**config.mk**
```make
export PLATFORM = sky130hd
export DESIGN_NAME = d_axi_rr_arbiter
export DESIGN_NICKNAME = d
export VERILOG_FILES = /design/src/rtl/d_axi_arb_pkg.sv /design/src/rtl/rr_picker.sv /design/src/rtl/d_axi_rr_arbiter.sv
export SDC_FILE = /design/constraint.sdc
export NUM_CORES = 1
export LEC_CHECK = 0
export ABC_AREA = 0
export CAP_MARGIN = 20
export CORE_AREA = 2 2 185 187
export CTS_CLUSTER_SIZE = 28
export DETAILED_ROUTE_END_ITERATION = 16
export DIE_AREA = 0 0 187 189
export DONT_BUFFER_PORTS = 1
export PLACE_DENSITY = 0.3
export RECOVER_POWER = 100
export SYNTH_ARGS = -nofsm -noshare
export SYNTH_HDL_FRONTEND = slang
export SYNTH_SLANG_ARGS = --single-unit
```
**constraint.sdc**
```tcl
create_clock -name clk -period 2.15 [get_ports clk]
set_clock_uncertainty 0.2 [all_clocks]
set_input_delay 0.215 -clock clk [delete_from_list [all_inputs] [get_ports clk]]
set_output_delay 0.215 -clock clk [all_outputs]
set_load 0.01 [all_outputs]
```
**src/rtl/d_axi_arb_pkg.sv**
```systemverilog
// Shared types and constants for the data-side N:1 AXI round-robin arbiter.
package d_axi_arb_pkg;

  localparam int AXI_LEN_W  = 8;
  localparam int AXI_SIZE_W = 3;

  typedef enum logic [1:0] {
    RD_IDLE,
    RD_ADDR,
    RD_DATA
  } rd_state_t;

  typedef enum logic [1:0] {
    WR_IDLE,
    WR_ADDR,
    WR_DATA,
    WR_RESP
  } wr_state_t;

  // Low bit of requestor idx's field inside a flattened per-requestor bus.
  function automatic int unsigned slice_lo(input int unsigned idx, input int unsigned width);
    return idx * width;
  endfunction

endpackage

```
**src/rtl/rr_picker.sv**
```systemverilog
// Combinational round-robin picker: one-hot grant to the first requester at or
// after the pointer, wrapping modulo NUM_REQ.
module rr_picker #(
  parameter int NUM_REQ = 2,
  parameter int PTR_W   = 1
) (
  input  logic [NUM_REQ-1:0] req_i,
  input  logic [PTR_W-1:0]   ptr_i,
  output logic [NUM_REQ-1:0] grant_o
);

  logic             found;
  logic [PTR_W-1:0] idx;

  always_comb begin
    grant_o = '0;
    found   = 1'b0;
    idx     = '0;
    for (int k = 0; k < NUM_REQ; k++) begin
      idx = PTR_W'((int'(ptr_i) + k) % NUM_REQ);
      if (!found && req_i[idx]) begin
        grant_o[idx] = 1'b1;
        found        = 1'b1;
      end
    end
  end

endmodule

```
**src/rtl/d_axi_rr_arbiter.sv**
```systemverilog
// N-requestor to single AXI master arbiter; independent read and write FSMs,
// round-robin fairness, grant held for a whole burst.
module d_axi_rr_arbiter
  import d_axi_arb_pkg::*;
#(
  parameter int NUM_REQ = 2,
  parameter int ADDR_W  = 32,
  parameter int DATA_W  = 32
) (
  input  logic                            clk,
  input  logic                            rst,
  input  logic [NUM_REQ*ADDR_W-1:0]       s_araddr,
  input  logic [NUM_REQ*AXI_LEN_W-1:0]    s_arlen,
  input  logic [NUM_REQ*AXI_SIZE_W-1:0]   s_arsize,
  input  logic [NUM_REQ-1:0]              s_arvalid,
  output logic [NUM_REQ-1:0]              s_arready,
  output logic [DATA_W-1:0]               s_rdata,
  output logic                            s_rlast,
  output logic [NUM_REQ-1:0]              s_rvalid,
  input  logic [NUM_REQ-1:0]              s_rready,
  input  logic [NUM_REQ*ADDR_W-1:0]       s_awaddr,
  input  logic [NUM_REQ*AXI_LEN_W-1:0]    s_awlen,
  input  logic [NUM_REQ*AXI_SIZE_W-1:0]   s_awsize,
  input  logic [NUM_REQ-1:0]              s_awvalid,
  output logic [NUM_REQ-1:0]              s_awready,
  input  logic [NUM_REQ*DATA_W-1:0]       s_wdata,
  input  logic [NUM_REQ*(DATA_W/8)-1:0]   s_wstrb,
  input  logic [NUM_REQ-1:0]              s_wlast,
  input  logic [NUM_REQ-1:0]              s_wvalid,
  output logic [NUM_REQ-1:0]              s_wready,
  output logic [NUM_REQ-1:0]              s_bvalid,
  input  logic [NUM_REQ-1:0]              s_bready,
  output logic [ADDR_W-1:0]               m_araddr,
  output logic [AXI_LEN_W-1:0]            m_arlen,
  output logic [AXI_SIZE_W-1:0]           m_arsize,
  output logic                            m_arvalid,
  input  logic                            m_arready,
  input  logic [DATA_W-1:0]               m_rdata,
  input  logic                            m_rlast,
  input  logic                            m_rvalid,
  output logic                            m_rready,
  output logic [ADDR_W-1:0]               m_awaddr,
  output logic [AXI_LEN_W-1:0]            m_awlen,
  output logic [AXI_SIZE_W-1:0]           m_awsize,
  output logic                            m_awvalid,
  input  logic                            m_awready,
  output logic [DATA_W-1:0]               m_wdata,
  output logic [DATA_W/8-1:0]             m_wstrb,
  output logic                            m_wlast,
  output logic                            m_wvalid,
  input  logic                            m_wready,
  input  logic                            m_bvalid,
  output logic                            m_bready,
  output logic [NUM_REQ-1:0]              rd_grant,
  output logic [NUM_REQ-1:0]              wr_grant,
  output logic                            rd_len_err
);

  localparam int PTR_W  = (NUM_REQ > 1) ? $clog2(NUM_REQ) : 1;
  localparam int STRB_W = DATA_W / 8;

  rd_state_t               rd_state_q, rd_state_d;
  wr_state_t               wr_state_q, wr_state_d;
  logic [NUM_REQ-1:0]      rd_grant_q, rd_grant_d, wr_grant_q, wr_grant_d;
  logic [PTR_W-1:0]        rd_ptr_q, rd_ptr_d, wr_ptr_q, wr_ptr_d;
  logic [AXI_LEN_W-1:0]    rd_left_q, rd_left_d;
  logic                    rd_len_err_q, rd_len_err_d;

  logic [NUM_REQ-1:0]      rd_pick, wr_pick;
  logic [PTR_W-1:0]        rd_ptr_adv, wr_ptr_adv;
  logic [AXI_LEN_W-1:0]    sel_arlen;
  logic                    sel_arvalid, sel_rready, sel_awvalid, sel_wvalid, sel_bready;
  logic                    rd_in_addr, rd_in_data, wr_in_addr, wr_in_data, wr_in_resp;
  logic                    rd_beat, wr_beat;

  rr_picker #(.NUM_REQ(NUM_REQ), .PTR_W(PTR_W)) u_rd_pick (
    .req_i   (s_arvalid),
    .ptr_i   (rd_ptr_q),
    .grant_o (rd_pick)
  );

  rr_picker #(.NUM_REQ(NUM_REQ), .PTR_W(PTR_W)) u_wr_pick (
    .req_i   (s_awvalid),
    .ptr_i   (wr_ptr_q),
    .grant_o (wr_pick)
  );

  // Owner mux: grants are one-hot and all-zero while idle, so idle drives zeros.
  always_comb begin
    m_araddr    = '0;
    m_arlen     = '0;
    m_arsize    = '0;
    sel_arlen   = '0;
    sel_arvalid = 1'b0;
    sel_rready  = 1'b0;
    rd_ptr_adv  = rd_ptr_q;
    m_awaddr    = '0;
    m_awlen     = '0;
    m_awsize    = '0;
    m_wdata     = '0;
    m_wstrb     = '0;
    m_wlast     = 1'b0;
    sel_awvalid = 1'b0;
    sel_wvalid  = 1'b0;
    sel_bready  = 1'b0;
    wr_ptr_adv  = wr_ptr_q;
    for (int i = 0; i < NUM_REQ; i++) begin
      if (rd_grant_q[i]) begin
        m_araddr    = s_araddr[slice_lo(i, ADDR_W) +: ADDR_W];
        m_arlen     = s_arlen[slice_lo(i, AXI_LEN_W) +: AXI_LEN_W];
        m_arsize    = s_arsize[slice_lo(i, AXI_SIZE_W) +: AXI_SIZE_W];
        sel_arlen   = s_arlen[slice_lo(i, AXI_LEN_W) +: AXI_LEN_W];
        sel_arvalid = s_arvalid[i];
        sel_rready  = s_rready[i];
        rd_ptr_adv  = PTR_W'((i + 1) % NUM_REQ);
      end
      if (wr_grant_q[i]) begin
        m_awaddr    = s_awaddr[slice_lo(i, ADDR_W) +: ADDR_W];
        m_awlen     = s_awlen[slice_lo(i, AXI_LEN_W) +: AXI_LEN_W];
        m_awsize    = s_awsize[slice_lo(i, AXI_SIZE_W) +: AXI_SIZE_W];
        m_wdata     = s_wdata[slice_lo(i, DATA_W) +: DATA_W];
        m_wstrb     = s_wstrb[slice_lo(i, STRB_W) +: STRB_W];
        m_wlast     = s_wlast[i];
        sel_awvalid = s_awvalid[i];
        sel_wvalid  = s_wvalid[i];
        sel_bready  = s_bready[i];
        wr_ptr_adv  = PTR_W'((i + 1) % NUM_REQ);
      end
    end
  end

  assign rd_in_addr = (rd_state_q == RD_ADDR);
  assign rd_in_data = (rd_state_q == RD_DATA);
  assign wr_in_addr = (wr_state_q == WR_ADDR);
  assign wr_in_data = (wr_state_q == WR_DATA);
  assign wr_in_resp = (wr_state_q == WR_RESP);

  assign m_arvalid = rd_in_addr & sel_arvalid;
  assign s_arready = rd_grant_q & {NUM_REQ{rd_in_addr & m_arready}};
  assign m_rready  = rd_in_data & sel_rready;
  assign s_rvalid  = rd_grant_q & {NUM_REQ{rd_in_data & m_rvalid}};
  assign s_rdata   = m_rdata;
  assign s_rlast   = m_rlast;
  assign rd_beat   = rd_in_data & m_rvalid & m_rready;

  assign m_awvalid = wr_in_addr & sel_awvalid;
  assign s_awready = wr_grant_q & {NUM_REQ{wr_in_addr & m_awready}};
  assign m_wvalid  = wr_in_data & sel_wvalid;
  assign s_wready  = wr_grant_q & {NUM_REQ{wr_in_data & m_wready}};
  assign m_bready  = wr_in_resp & sel_bready;
  assign s_bvalid  = wr_grant_q & {NUM_REQ{wr_in_resp & m_bvalid}};
  assign wr_beat   = wr_in_data & m_wvalid & m_wready;

  assign rd_grant   = rd_grant_q;
  assign wr_grant   = wr_grant_q;
  assign rd_len_err = rd_len_err_q;

  always_comb begin
    rd_state_d   = rd_state_q;
    rd_grant_d   = rd_grant_q;
    rd_ptr_d     = rd_ptr_q;
    rd_left_d    = rd_left_q;
    rd_len_err_d = rd_len_err_q;
    unique case (rd_state_q)
      RD_IDLE: begin
        if (|s_arvalid) begin
          rd_grant_d = rd_pick;
          rd_state_d = RD_ADDR;
        end
      end
      RD_ADDR: begin
        if (m_arvalid && m_arready) begin
          rd_left_d  = sel_arlen;
          rd_state_d = RD_DATA;
        end
      end
      RD_DATA: begin
        if (rd_beat) begin
          if (m_rlast) begin
            if (rd_left_q != '0) rd_len_err_d = 1'b1;
            rd_state_d = RD_IDLE;
            rd_grant_d = '0;
            rd_ptr_d   = rd_ptr_adv;
          end else if (rd_left_q == '0) begin
            rd_len_err_d = 1'b1;
          end else begin
            rd_left_d = rd_left_q - 8'd1;
          end
        end
      end
      default: rd_state_d = RD_IDLE;
    endcase
  end

  always_comb begin
    wr_state_d = wr_state_q;
    wr_grant_d = wr_grant_q;
    wr_ptr_d   = wr_ptr_q;
    unique case (wr_state_q)
      WR_IDLE: begin
        if (|s_awvalid) begin
          wr_grant_d = wr_pick;
          wr_state_d = WR_ADDR;
        end
      end
      WR_ADDR: if (m_awvalid && m_awready) wr_state_d = WR_DATA;
      WR_DATA: if (wr_beat && m_wlast) wr_state_d = WR_RESP;
      WR_RESP: begin
        if (m_bvalid && m_bready) begin
          wr_state_d = WR_IDLE;
          wr_grant_d = '0;
          wr_ptr_d   = wr_ptr_adv;
        end
      end
      default: wr_state_d = WR_IDLE;
    endcase
  end

  always_ff @(posedge clk or posedge rst) begin
    if (rst) begin
      rd_state_q   <= RD_IDLE;
      rd_grant_q   <= '0;
      rd_ptr_q     <= '0;
      rd_left_q    <= '0;
      rd_len_err_q <= 1'b0;
      wr_state_q   <= WR_IDLE;
      wr_grant_q   <= '0;
      wr_ptr_q     <= '0;
    end else begin
      rd_state_q   <= rd_state_d;
      rd_grant_q   <= rd_grant_d;
      rd_ptr_q     <= rd_ptr_d;
      rd_left_q    <= rd_left_d;
      rd_len_err_q <= rd_len_err_d;
      wr_state_q   <= wr_state_d;
      wr_grant_q   <= wr_grant_d;
      wr_ptr_q     <= wr_ptr_d;
    end
  end

endmodule

```
Word-level counts from Yosys, hierarchy flattened
Index checks and enable logic that the tools add are counted.

Register bits: 19. Latch bits: 0. RAM bits: 0. Bits in read-only memories: 0. Input bits: 296. Output and inout port bits: 176. Word-level logic and storage cells: 163. Memories: 0.

Add/sub/neg operators: 3. $mul: 0. Div/mod/pow operators: 0. Magnitude comparators: 8. Equal/unequal tests: 16. Shifts and indexed selects: 0. Muxes and demuxes: 76. Bitwise logic cells: 20. Reduce and logical (&&, ||, !) cells: 32.

Operators by type and width (count): $mux 32 (6); $mux 8 (8); $mux 1 (33); $mux 2 (14); $reduce_and 4->1 (5); $pmux 8 s2 (1); $and 1x1->1 (13); $mux 3 (4); $ne 2x1->1 const B (6); $reduce_bool 2->1 (6); $and 2x2->2 (5); $logic_and 1x1->1 (10); $ne 2x2->1 const B (5); $logic_not 8->1 (1); $lt 1x2->1 const B (4); $mux 4 (2); $pmux 2 s2 (2); $pmux 2 s4 (1); $reduce_bool 8->1 (1); $sub 8x1->8 const B (1); $eq 2x2->1 const B (3); $pmux 2 s3 (1); $reduce_and 3->1 (2); $reduce_and 5->1 (1); other kinds (8) (20).

Logic depth before layout (Yosys ltp)
Gate-level depths: netlist of run 1.

Word-level depth: 9. Gate-level depth with buffers: 8. Depth with buffers taken out: 7.

Hierarchy
From an unflattened synthesis of run 1, not the netlist that was laid out.

Cells, all modules: 355. Area total of the unflattened synthesis: 3021.6 um^2.

Modules (own cells, without submodules): d_axi_rr_arbiter (instances 1, cells an instance 349, area an instance 2984.1 um^2); rr_picker (instances 2, cells an instance 3, area an instance 18.8 um^2).

Least setup slack after synthesis of run 1
OpenSTA, ideal clock, no wires.

Kind: register to register. Start: reg wr_grant_q[0], in the netlist wr_grant[0]. End: reg wr_grant_q[0], in the netlist wr_grant[0]. Setup time: 0.125 ns. Data arrival time: 1.531 ns. Required time: 1.825 ns. Path slack: 0.294 ns. Stages on the path, launching flop included: 7. Path buffers: 1. Path through: dfrtp_1 > and2b_1 > buf_4 > a22oi_4 > nor3_4 > o21ai_2 > mux2_2.

Cells in the longest elaborated chain, start to end: 6.

Ends and longest elaborated chain: start: declaration (RTL line d_axi_rr_arbiter.sv:64) `logic [NUM_REQ-1:0] rd_grant_q, rd_grant_d, wr_grant_q, wr_grant_d;`; start signal: assignment (RTL line d_axi_rr_arbiter.sv:236) `wr_grant_q <= wr_grant_d;`; $mux 1 (2 in series) (RTL line d_axi_rr_arbiter.sv:117) `if (wr_grant_q[i]) begin`; $and 1x1->1 (RTL line d_axi_rr_arbiter.sv:150) `assign m_bready = wr_in_resp & sel_bready;`; $logic_and 1x1->1 (RTL line d_axi_rr_arbiter.sv:209) `if (m_bvalid && m_bready) begin`; $ne 2x1->1 (no line); $reduce_and 3->1 (no line).

No other way between the ends. A chain may end at the register's enable or synchronous reset.

Final worst setup path of run 1
Start: reg wr_grant_q[1], in the netlist wr_grant[1]. End: out m_awaddr[7].

Cells in the longest elaborated chain, start to end: 1.

Ends and longest elaborated chain: $mux 32 (RTL line d_axi_rr_arbiter.sv:117); end: declaration (RTL line d_axi_rr_arbiter.sv:42) `output logic [ADDR_W-1:0] m_awaddr,`.

No other way between the ends.

==> results of run 1 <==
cells in the mapped netlist (3+ instances only):
| master | count |
|---|---|
| and3_1 | 5 |
| buf_4 | 36 |
| nand2_1 | 14 |
| nor4_1 | 4 |
| o21ai_0 | 15 |
| nand3_1 | 4 |
| a22oi_1 | 3 |
| and2_1 | 3 |
| a21oi_1 | 15 |
| dfrtp_1 | 19 |
| nor3_1 | 4 |
| nor2_1 | 18 |
| a22o_1 | 121 |
| nor2b_1 | 5 |
| ha_1 | 7 |
| inv_1 | 14 |
| buf_2 | 8 |
| clkbuf_1 | 17 |
worst register-to-register path, stage by stage (launching register included):
cell and delay [ns]:
dfrtp_4 0.47, and2b_4 0.35, clkbuf_1 0.14, a22oi_2 0.10, o21ai_0 0.18, nand4_1 0.17
mux2_2 0.30
where the power goes:
part / total, W / switching (W) / internal, W
Clock: 0.000408 / 0.000157 / 0.000250
Combinational: 0.00445 / 0.00271 / 0.00175
Sequential: 0.000689 / 0.000174 / 0.000515
Total: 0.00555 / 0.00304 / 0.00251
stage by stage:
stage	instance area, µm²	worst slack [ns]	setup TNS [ns]	total power, W
floorplan	2869	0.2941	0	0.003639
global placement	3402	0.2042	0	0.004911
detailed placement	3402	0.1991	0	0.004940
CTS	3575	-0.02005	-0.07074	0.005533
global route	3591	0.0002555	0	0.005929
finish	3591	0.04895	0	0.005551
worst max-delay path by stage:
stage / slack, ns / to / from / depth (start not counted)
floorplan: 0.29 / wr_grant[0] / wr_grant[0] / 6
global placement: 0.20 / rd_left_q[3] / rd_left_q[2] / 5
detailed placement: 0.20 / rd_left_q[3] / rd_left_q[2] / 5
CTS: -0.02 / m_wdata[31] / wr_grant[1] / 4
global route: 0.0003 / m_awaddr[4] / wr_grant[1] / 3
finish: 0.05 / m_awaddr[7] / wr_grant[1] / 3
cell type report:
cell class	count	area (µm²)
clock buffers	3	75.07
well taps	448	560.5
repair buffers	49	470.5
fillers	3900	29690
inverters	14	52.55
clock inverters	1	5.005
flip-flops and latches	19	480.5
multi-input cells	254	1947
metal layers:
layer | global-route usage (%) | up-vias | share of wire (%)
li1 | - | 1315 | -
met1 | 8.535 | 1466 | 30
met2 | 21.73 | 301 | 58
met3 | 3.095 | 24 | 9.2
met4 | 2.350 | 0 | 2.2
met5 | 0 | - | 0
state kept, by name (all words and copies together), names as in the netlist:
signal      flops
rd_len_err      1
rd_state_q      2
rd_left_q       8
rd_ptr_q        1
wr_ptr_q        1
wr_state_q      2
rd_grant        2
wr_grant        2
timing repair:
item | CTS | global route
gates resized for setup | 2 | 4
pin swaps | 1 | 0
buffers inserted | 0 | 2
setup endpoints to repair | 22 | 25
gates cloned | 1 | 3
hold buffers | 5 | 0
hold endpoints to repair | 17 | 0
cell families (layout without fill, tap and decap cells):
kind of cell / after synthesis / count (layout) / synth area share, %
AOI/OAI and AO/OA: 174 / 174 / 49.50
buffers and inverters: 80 / 67 / 16.09
and+or+nand+nor: 69 / 69 / 13.30
DFF: 19 / 19 / 16.57
adders and majority gates: 7 / 7 / 3.053
muxes: 4 / 4 / 1.483
cell usage in the layout (no fill, tap or decap), types with 5 or more instances in the layout:
| cell type | synthesis | routed |
|---|---|---|
| a21oi_1 | 15 | 15 |
| a22o_1 | 121 | 119 |
| and3_1 | 5 | 5 |
| buf_12 | 0 | 5 |
| buf_4 | 36 | 21 |
| clkbuf_1 | 17 | 5 |
| clkbuf_2 | 1 | 6 |
| dfrtp_1 | 19 | 17 |
| dlygate4sd3_1 | 0 | 5 |
| ha_1 | 7 | 7 |
| inv_1 | 14 | 14 |
| nand2_1 | 14 | 14 |
| nor2_1 | 18 | 18 |
| o21ai_0 | 15 | 16 |
==> impl_metrics.json, run 1 <==
{
  "r2r-start": "wr_grant[1]",
  "reg2regPathDepth": 6,
  "antenna_found_initial": 0,
  "coreArea_um2": 33280,
  "hold_depth": 2,
  "hold-path-endpoint": "rd_grant[0]",
  "drtAntennaViolNets": 0,
  "critical_path_class": "flop to primary output",
  "status": "complete, no violations",
  "finalNonFillerCells": 788,
  "synth_top_flop_cell": "dfrtp_1",
  "grt_pass1_vias": 3043,
  "post-synth-top-area-cell": "a22o_1",
  "cts_root_buf": "clkbuf_16",
  "via_per_inst": 3.942,
  "clk_latency_ns": 0.26,
  "p_per_area_nw_per_um2": 1546,
  "drive_above_1_share_pct": 17.06,
  "cts_sinks": 19,
  "io_buffer_count": 0,
  "wl_per_cell_um": 25.38,
  "path_buf_inv": 1,
  "slew_headroom_pct": 58.99,
  "areaGrowthSynthToFinish_pct": 25.16,
  "finalHoldViolations": 0,
  "r2r_slack_ns": 0.12,
  "insertedDiodeCount": 0,
  "slew_viol_final": 0,
  "worstHoldStart": "m_rvalid",
  "slowest_stage": "dfrtp_4",
  "crit_required_ns": 1.74,
  "placed_cells": 773,
  "grt_use_total_pct": 9.977,
  "synth_cells": 353,
  "drt-initial-drc-count": 115,
  "drv_cap": 0,
  "crit_path_cell_trace": "and2b_4, bufbuf_16, a22o_1",
  "overflow": 0,
  "async_flop_share_pct": 100.0,
  "max_freq_mhz": 476.0,
  "routed_wl_um": 20000,
  "utilization_pct": 10.79,
  "start_util_pct": 8.621,
  "fin_crit_sh_pct": 97.72,
  "leakage_nw": 1.413,
  "hp-class": "input port to flop",
  "cts_buffer_depth": 2,
  "path_max_fanout": 32,
  "num_vias": 3106,
  "die_y_um": 189,
  "finalCriticalPeriod_ns": 2.101,
  "cts_tree": "yes",
  "synth_edf_count": 0,
  "gp_congestion": 0.9117,
  "yosysSeqAreaShare_pct": 16.57,
  "firstDrtPassIters": 4,
  "cp.arrival_ns": 1.69,
  "io-pin-count": 472,
  "cp-start-kind": "flop",
  "yosysTopAreaCellShare_pct": 36.94,
  "synth_nets": 656,
  "ys_types": 49,
  "peakVddDrop_mv": 0.7109,
  "dp_hpwl_um": 17040,
  "grt_pass1_wl_um": 24720,
  "grt_max_degree": 81,
  "worst_pin_slew_ns": 0.6144,
  "netlist_area_um2": 2869,
  "nets": 644,
  "syn_area_per_cell_um2": 8.127,
  "hold_ws_ns": 0.02745,
  "critPathTopFamily": "flip-flops",
  "final-setup-viol-count": 0,
  "drc": 0,
  "htree_levels": 1,
  "cts.clk_slew.worst_paths_ns": 0.06,
  "dieArea_um2": 35340,
  "rows": 67,
  "ys_ff_latch": 19,
  "rr_endpoint": "wr_state_q[1]",
  "crit_path_end_kind": "primary output",
  "yosys-top-cells-area": "a22o_1 37%, dfrtp_1 17%, buf_4 9.4%",
  "ys_warn_count": 0,
  "rsz0062_at_grt": "false",
  "cts-buffers-inserted": 3,
  "cpPeakStageDelay_ns": 0.47,
  "chipWidth_um": 187
}
(Power assumes the default switching activity.)
==> run 2: changes to the inputs <==
GPL_TIMING_DRIVEN = 0   (was default)
REMOVE_ABC_BUFFERS = 1   (was default)
==> impl_metrics.json, run 2 (same netlist as run 1, synthesis figures left out) <==
{
  "final_common_cell": "a22o_1",
  "swShare_pct": 54.97,
  "wl_per_cell_um": 26.85,
  "mostFrequentLayoutCells": "94 x a22o_1, 19 x a22o_2, 17 x nor2_1",
  "coreArea_um2": 33280,
  "dieArea_um2": 35340,
  "firstDrtPassIters": 6,
  "cpPeakStageDelay_ns": 0.52,
  "areaGrowthSynthToFinish_pct": 29.31,
  "slew_headroom_pct": 37.50,
  "switching_power_w": 0.003251,
  "overflow": 0,
  "r2r-start": "wr_grant[1]",
  "drtAntennaViolNets": 0,
  "start_util_pct": 8.621,
  "htree_levels": 1,
  "place_ws_ns": -0.6742,
  "finalHoldViolations": 0,
  "chipWidth_um": 187,
  "hp-class": "input port to flop",
  "worst_pin_slew_ns": 0.9364,
  "cp.arrival_ns": 1.74,
  "die_y_um": 189,
  "routed_wl_um": 20620,
  "grt_pass1_vias": 3215,
  "cts_buffer_depth": 2,
  "tns_ns": -0.001425,
  "p_int_w": 0.002663,
  "gp_congestion": 0.8907,
  "peakVddDrop_mv": 0.5352,
  "grt_use_total_pct": 10.87,
  "hold_ws_ns": 0.009039,
  "rsz0062_at_grt": "true",
  "grt_pass1_wl_um": 26630,
  "clock_power_share_pct": 7.1,
  "cts_sinks": 19,
  "largest_reg_flops": 8,
  "cts-buffers-inserted": 3,
  "num_vias": 3079,
  "drv_cap": 0,
  "max_flop_register": "rd_left_q",
  "finalCriticalPeriod_ns": 2.151,
  "rows": 67,
  "drt-initial-drc-count": 108,
  "max_freq_mhz": 464.8,
  "setup_ws_ns": -0.001292,
  "p_comb_share_pct": 79.0,
  "crit_required_ns": 1.74,
  "cts_tree": "yes",
  "leakage_nw": 1.438,
  "cts.clk_slew.worst_paths_ns": 0.06,
  "utilization_pct": 11.15,
  "slew_viol_final": 0,
  "fin_crit_sh_pct": 100.1,
  "insertedDiodeCount": 0,
  "worstHoldStart": "m_rvalid",
  "crit_path_end_kind": "primary output",
  "grt_max_degree": 32,
  "critical_path_class": "flop to primary output",
  "crit_path_cell_trace": "and2b_4, bufbuf_16, a22o_1",
  "final-setup-viol-count": 2,
  "finalNonFillerCells": 768,
  "nets": 624,
  "p_per_area_nw_per_um2": 1594,
  "path_max_fanout": 29,
  "status": "complete, but fails checks",
  "fillCellCount": 3865,
  "io_buffer_count": 0,
  "dp_hpwl_um": 16090,
  "p_seq_share_pct": 14.0,
  "clk_latency_ns": 0.26,
  "placed_cells": 737,
  "violations": "negative setup slack",
  "slowest_stage": "dfrtp_4",
  "io-pin-count": 472,
  "via_per_inst": 4.009,
  "drc": 0,
  "crit_start": "wr_grant[1]",
  "cts_root_buf": "clkbuf_16",
  "antenna_found_initial": 0,
  "cp-start-kind": "flop",
  "drive_above_1_share_pct": 25.94
}
run 2: cell types whose count changed in the layout (fill, tap and decap cells not counted), sizes merged:
cell    delta
buf       -13
clkbuf    -13
bufbuf     +3
nor2b      +2
and2b      +1
run 2: critical path: cells and delay by family (launching register included):
family / cells / cell delay (ns)
simple gates: 1 / 0.36
flops: 1 / 0.52
compound gates: 1 / 0.22
buf+inv: 1 / 0.35
run 2: routing by layer:
metal | routed length [µm] | vias to the layer above | share of wire, % | track usage [%]
met4 | 533 | 0 | 2.6 | 2.869
met1 | 6186 | 1453 | 30 | 9.269
li1 | - | 1277 | - | -
met3 | 2557 | 29 | 12 | 5.097
met5 | 0 | - | 0 | 0.4121
met2 | 11340 | 320 | 55 | 22.19
run 2: final timing paths:
check,slack [ns],to,cells past startpoint
min in group asynchronous,0.41,rd_state_q[0],2
worst min-delay path,0.009,rd_grant[0],2
max in group asynchronous,0.65,wr_grant[1],2
worst max-delay path,-0.001,m_awaddr[29],3
worst max register to register,0.05,wr_state_q[1],6
worst min register to register,0.35,rd_ptr_q,2
run 2: layout make-up:
| cell class | count | area [µm²] | area share, % |
|---|---|---|---|
| tap | 448 | 560.5 | 15.11 |
| timing repair buffer | 26 | 380.4 | 10.25 |
| inverter | 14 | 52.55 | 1.417 |
| clock inverter | 1 | 5.005 | 0.1349 |
| sequential | 19 | 485.5 | 13.09 |
| multi-input combinational | 257 | 2151 | 57.98 |
| clock buffer | 3 | 75.07 | 2.024 |
run 2: power groups by stage:
stage                     Sequential [W]  Combinational, W  Clock, W
after floorplan                 0.000876           0.00254         0
after global placement           0.00104           0.00349         0
after detailed placement        0.000950           0.00357         0
after CTS                       0.000820           0.00469  0.000442
after global routing            0.000867           0.00500  0.000451
final                           0.000827           0.00467  0.000417
run 2: timing repair:
item / in CTS / in global routing
hold buffers: 5 / 0
pin swaps: 4 / 3
setup buffers: 12 / 3
cloned: 7 / 0
gates resized for setup: 40 / 13
endpoints found under the hold margin: 23 / 0
endpoints found under the setup margin: 145 / 52
run 2: stage by stage:
step	power (W)	instance area, µm²
2_1_floorplan	0.003414	2460
3_3_place_gp	0.004528	3020
3_5_place_dp	0.004521	3072
4_1_cts	0.005947	3621
5_1_grt	0.006320	3710
6_report	0.005914	3710
==> run 3: changes to the inputs <==
CORE_AREA = 2 2 184 186   (was 2 2 185 187)
DIE_AREA = 0 0 186 188   (was 0 0 187 189)
==> impl_metrics.json, run 3 (same netlist as run 1, synthesis figures left out) <==
{
  "grt_pass1_wl_um": 25190,
  "rsz0062_at_grt": "true",
  "via_per_inst": 3.999,
  "cts_buffer_depth": 2,
  "clk_latency_ns": 0.26,
  "use_met3_pct": 4.020,
  "nets": 622,
  "dp_hpwl_um": 15530,
  "firstDrtPassIters": 4,
  "htree_levels": 1,
  "areaGrowthSynthToFinish_pct": 25.12,
  "reg2regPathDepth": 6,
  "peakVddDrop_mv": 0.4360,
  "die_y_um": 188,
  "path_max_fanout": 28,
  "hold_depth": 2,
  "crit_path_cell_trace": "and2b_4, bufbuf_16, a22o_1",
  "grt_use_total_pct": 10.42,
  "tns_ns": 0,
  "worstHoldStart": "m_rlast",
  "io_buffer_count": 0,
  "dieArea_um2": 34970,
  "finalHoldViolations": 0,
  "cp.arrival_ns": 1.70,
  "wl_per_cell_um": 25.98,
  "slew_headroom_pct": 40.27,
  "crit_start": "wr_grant[1]",
  "final-setup-viol-count": 0,
  "fillCellCount": 3841,
  "critical_path_class": "flop to primary output",
  "hp-class": "input port to flop",
  "crit_path_end_kind": "primary output",
  "grt_pass1_vias": 3127,
  "status": "complete, no violations",
  "io-pin-count": 472,
  "final_common_cell": "a22o_1",
  "overflow": 0,
  "max_freq_mhz": 473.3,
  "crit_required_ns": 1.74,
  "routed_wl_um": 19960,
  "total_power_w": 0.005649,
  "busiest_layer": "met2",
  "mostFrequentLayoutCells": "102 x a22o_1, 17 x nor2_1, 15 x o21ai_0, 15 x dfrtp_1",
  "drive_above_1_share_pct": 21.07,
  "leakage_nw": 1.378,
  "cts.clk_slew.worst_paths_ns": 0.06,
  "r2r-start": "wr_grant[0]",
  "drc": 0,
  "path_buf_inv": 1,
  "critPathTopFamily": "flip-flops",
  "met1_usage_pct": 8.967,
  "regArea_um2": 485.5,
  "slew_viol_final": 0,
  "fin_crit_sh_pct": 98.27,
  "multi_input_area_um2": 2110,
  "cp-start-kind": "flop",
  "worst_pin_slew_ns": 0.8950,
  "use_met2_pct": 21.38,
  "rr_endpoint": "wr_grant[0]",
  "drt-initial-drc-count": 110,
  "cts_tree": "yes",
  "r2r_slack_ns": 0.08,
  "num_vias": 3071,
  "largest_reg_flops": 8,
  "coreArea_um2": 33110,
  "cts-buffers-inserted": 3,
  "antenna_found_initial": 2,
  "cts_sinks": 19,
  "finalCriticalPeriod_ns": 2.113,
  "chipWidth_um": 186,
  "start_util_pct": 8.664,
  "cpPeakStageDelay_ns": 0.52,
  "rows": 67,
  "grt_max_degree": 60,
  "drv_cap": 0,
  "hold-path-endpoint": "rd_grant[0]",
  "slowest_stage": "dfrtp_4",
  "cts_root_buf": "clkbuf_16",
  "max_flop_register": "rd_left_q",
  "gp_congestion": 0.8437,
  "p_per_area_nw_per_um2": 1574,
  "drtAntennaViolNets": 0
}
[run 3: how the worst max path moves through the flow]
stage	cells past startpoint	slack, ns	to
2_1_floorplan	5	-1.87	wr_state_q[1]
3_3_place_gp	5	-3.01	wr_grant[0]
3_5_place_dp	6	-0.64	wr_grant[0]
4_1_cts	3	0.0001	m_wdata[23]
5_1_grt	6	-0.02	wr_state_q[1]
6_report	3	0.04	m_awaddr[12]
[run 3: repair_timing]
| item | CTS | global route |
|---|---|---|
| setup buffers | 11 | 2 |
| hold endpoints to repair | 23 | 0 |
| resized for setup | 24 | 15 |
| hold buffers | 6 | 0 |
| endpoints found under the setup margin | 145 | 35 |
| gates cloned | 6 | 0 |
| pin swaps | 4 | 1 |
[run 3: worst register-to-register path, delay by kind of cell (launching register included)]
family,cells,cell delay [ns]
buffers and inverters,1,0.16
AOI/OAI and AO/OA,2,0.41
and+or+nand+nor,2,0.33
muxes,1,0.35
DFF,1,0.51
[run 3: stage by stage]
stage	cell area (µm²)	utilization, %	hold WS [ns]	std cells	setup slack, ns
final	3590	10.84	0.02061	768	0.03711
after global routing	3590	10.84	0.06613	768	-0.02228
after detailed placement	3072	9.276	0.1864	737	-0.6441
after global placement	3020	9.121	0.1962	735	-3.012
after floorplan	2460	-	-0.03387	287	-1.867
after CTS	3482	10.52	0.01402	764	0.0001437
[run 3: where the power goes]
group	switching, W	total [W]	leakage, nW	internal [W]
Clock	0.000160	0.000413	0.0382	0.000253
Combinational	0.00272	0.00442	1.11	0.00170
Sequential	0.000295	0.000819	0.232	0.000523
Total	0.00318	0.00565	1.38	0.00247
[run 3: per-layer routing]
metal  wire length [µm]  part of all wire (%)
met1               6024                    30
met2              11070                    55
met3               2344                    12
met4                515                   2.6
met5                  0                     0
[run 3: final cells by class]
| type | count | area share (%) |
|---|---|---|
| timing repair buffer | 23 | 8.296 |
| inverter | 14 | 1.464 |
| clock buffer | 4 | 2.196 |
| sequential | 19 | 13.52 |
| antenna | 2 | 0.1394 |
| tap | 448 | 15.62 |
| multi-input combinational | 258 | 58.77 |
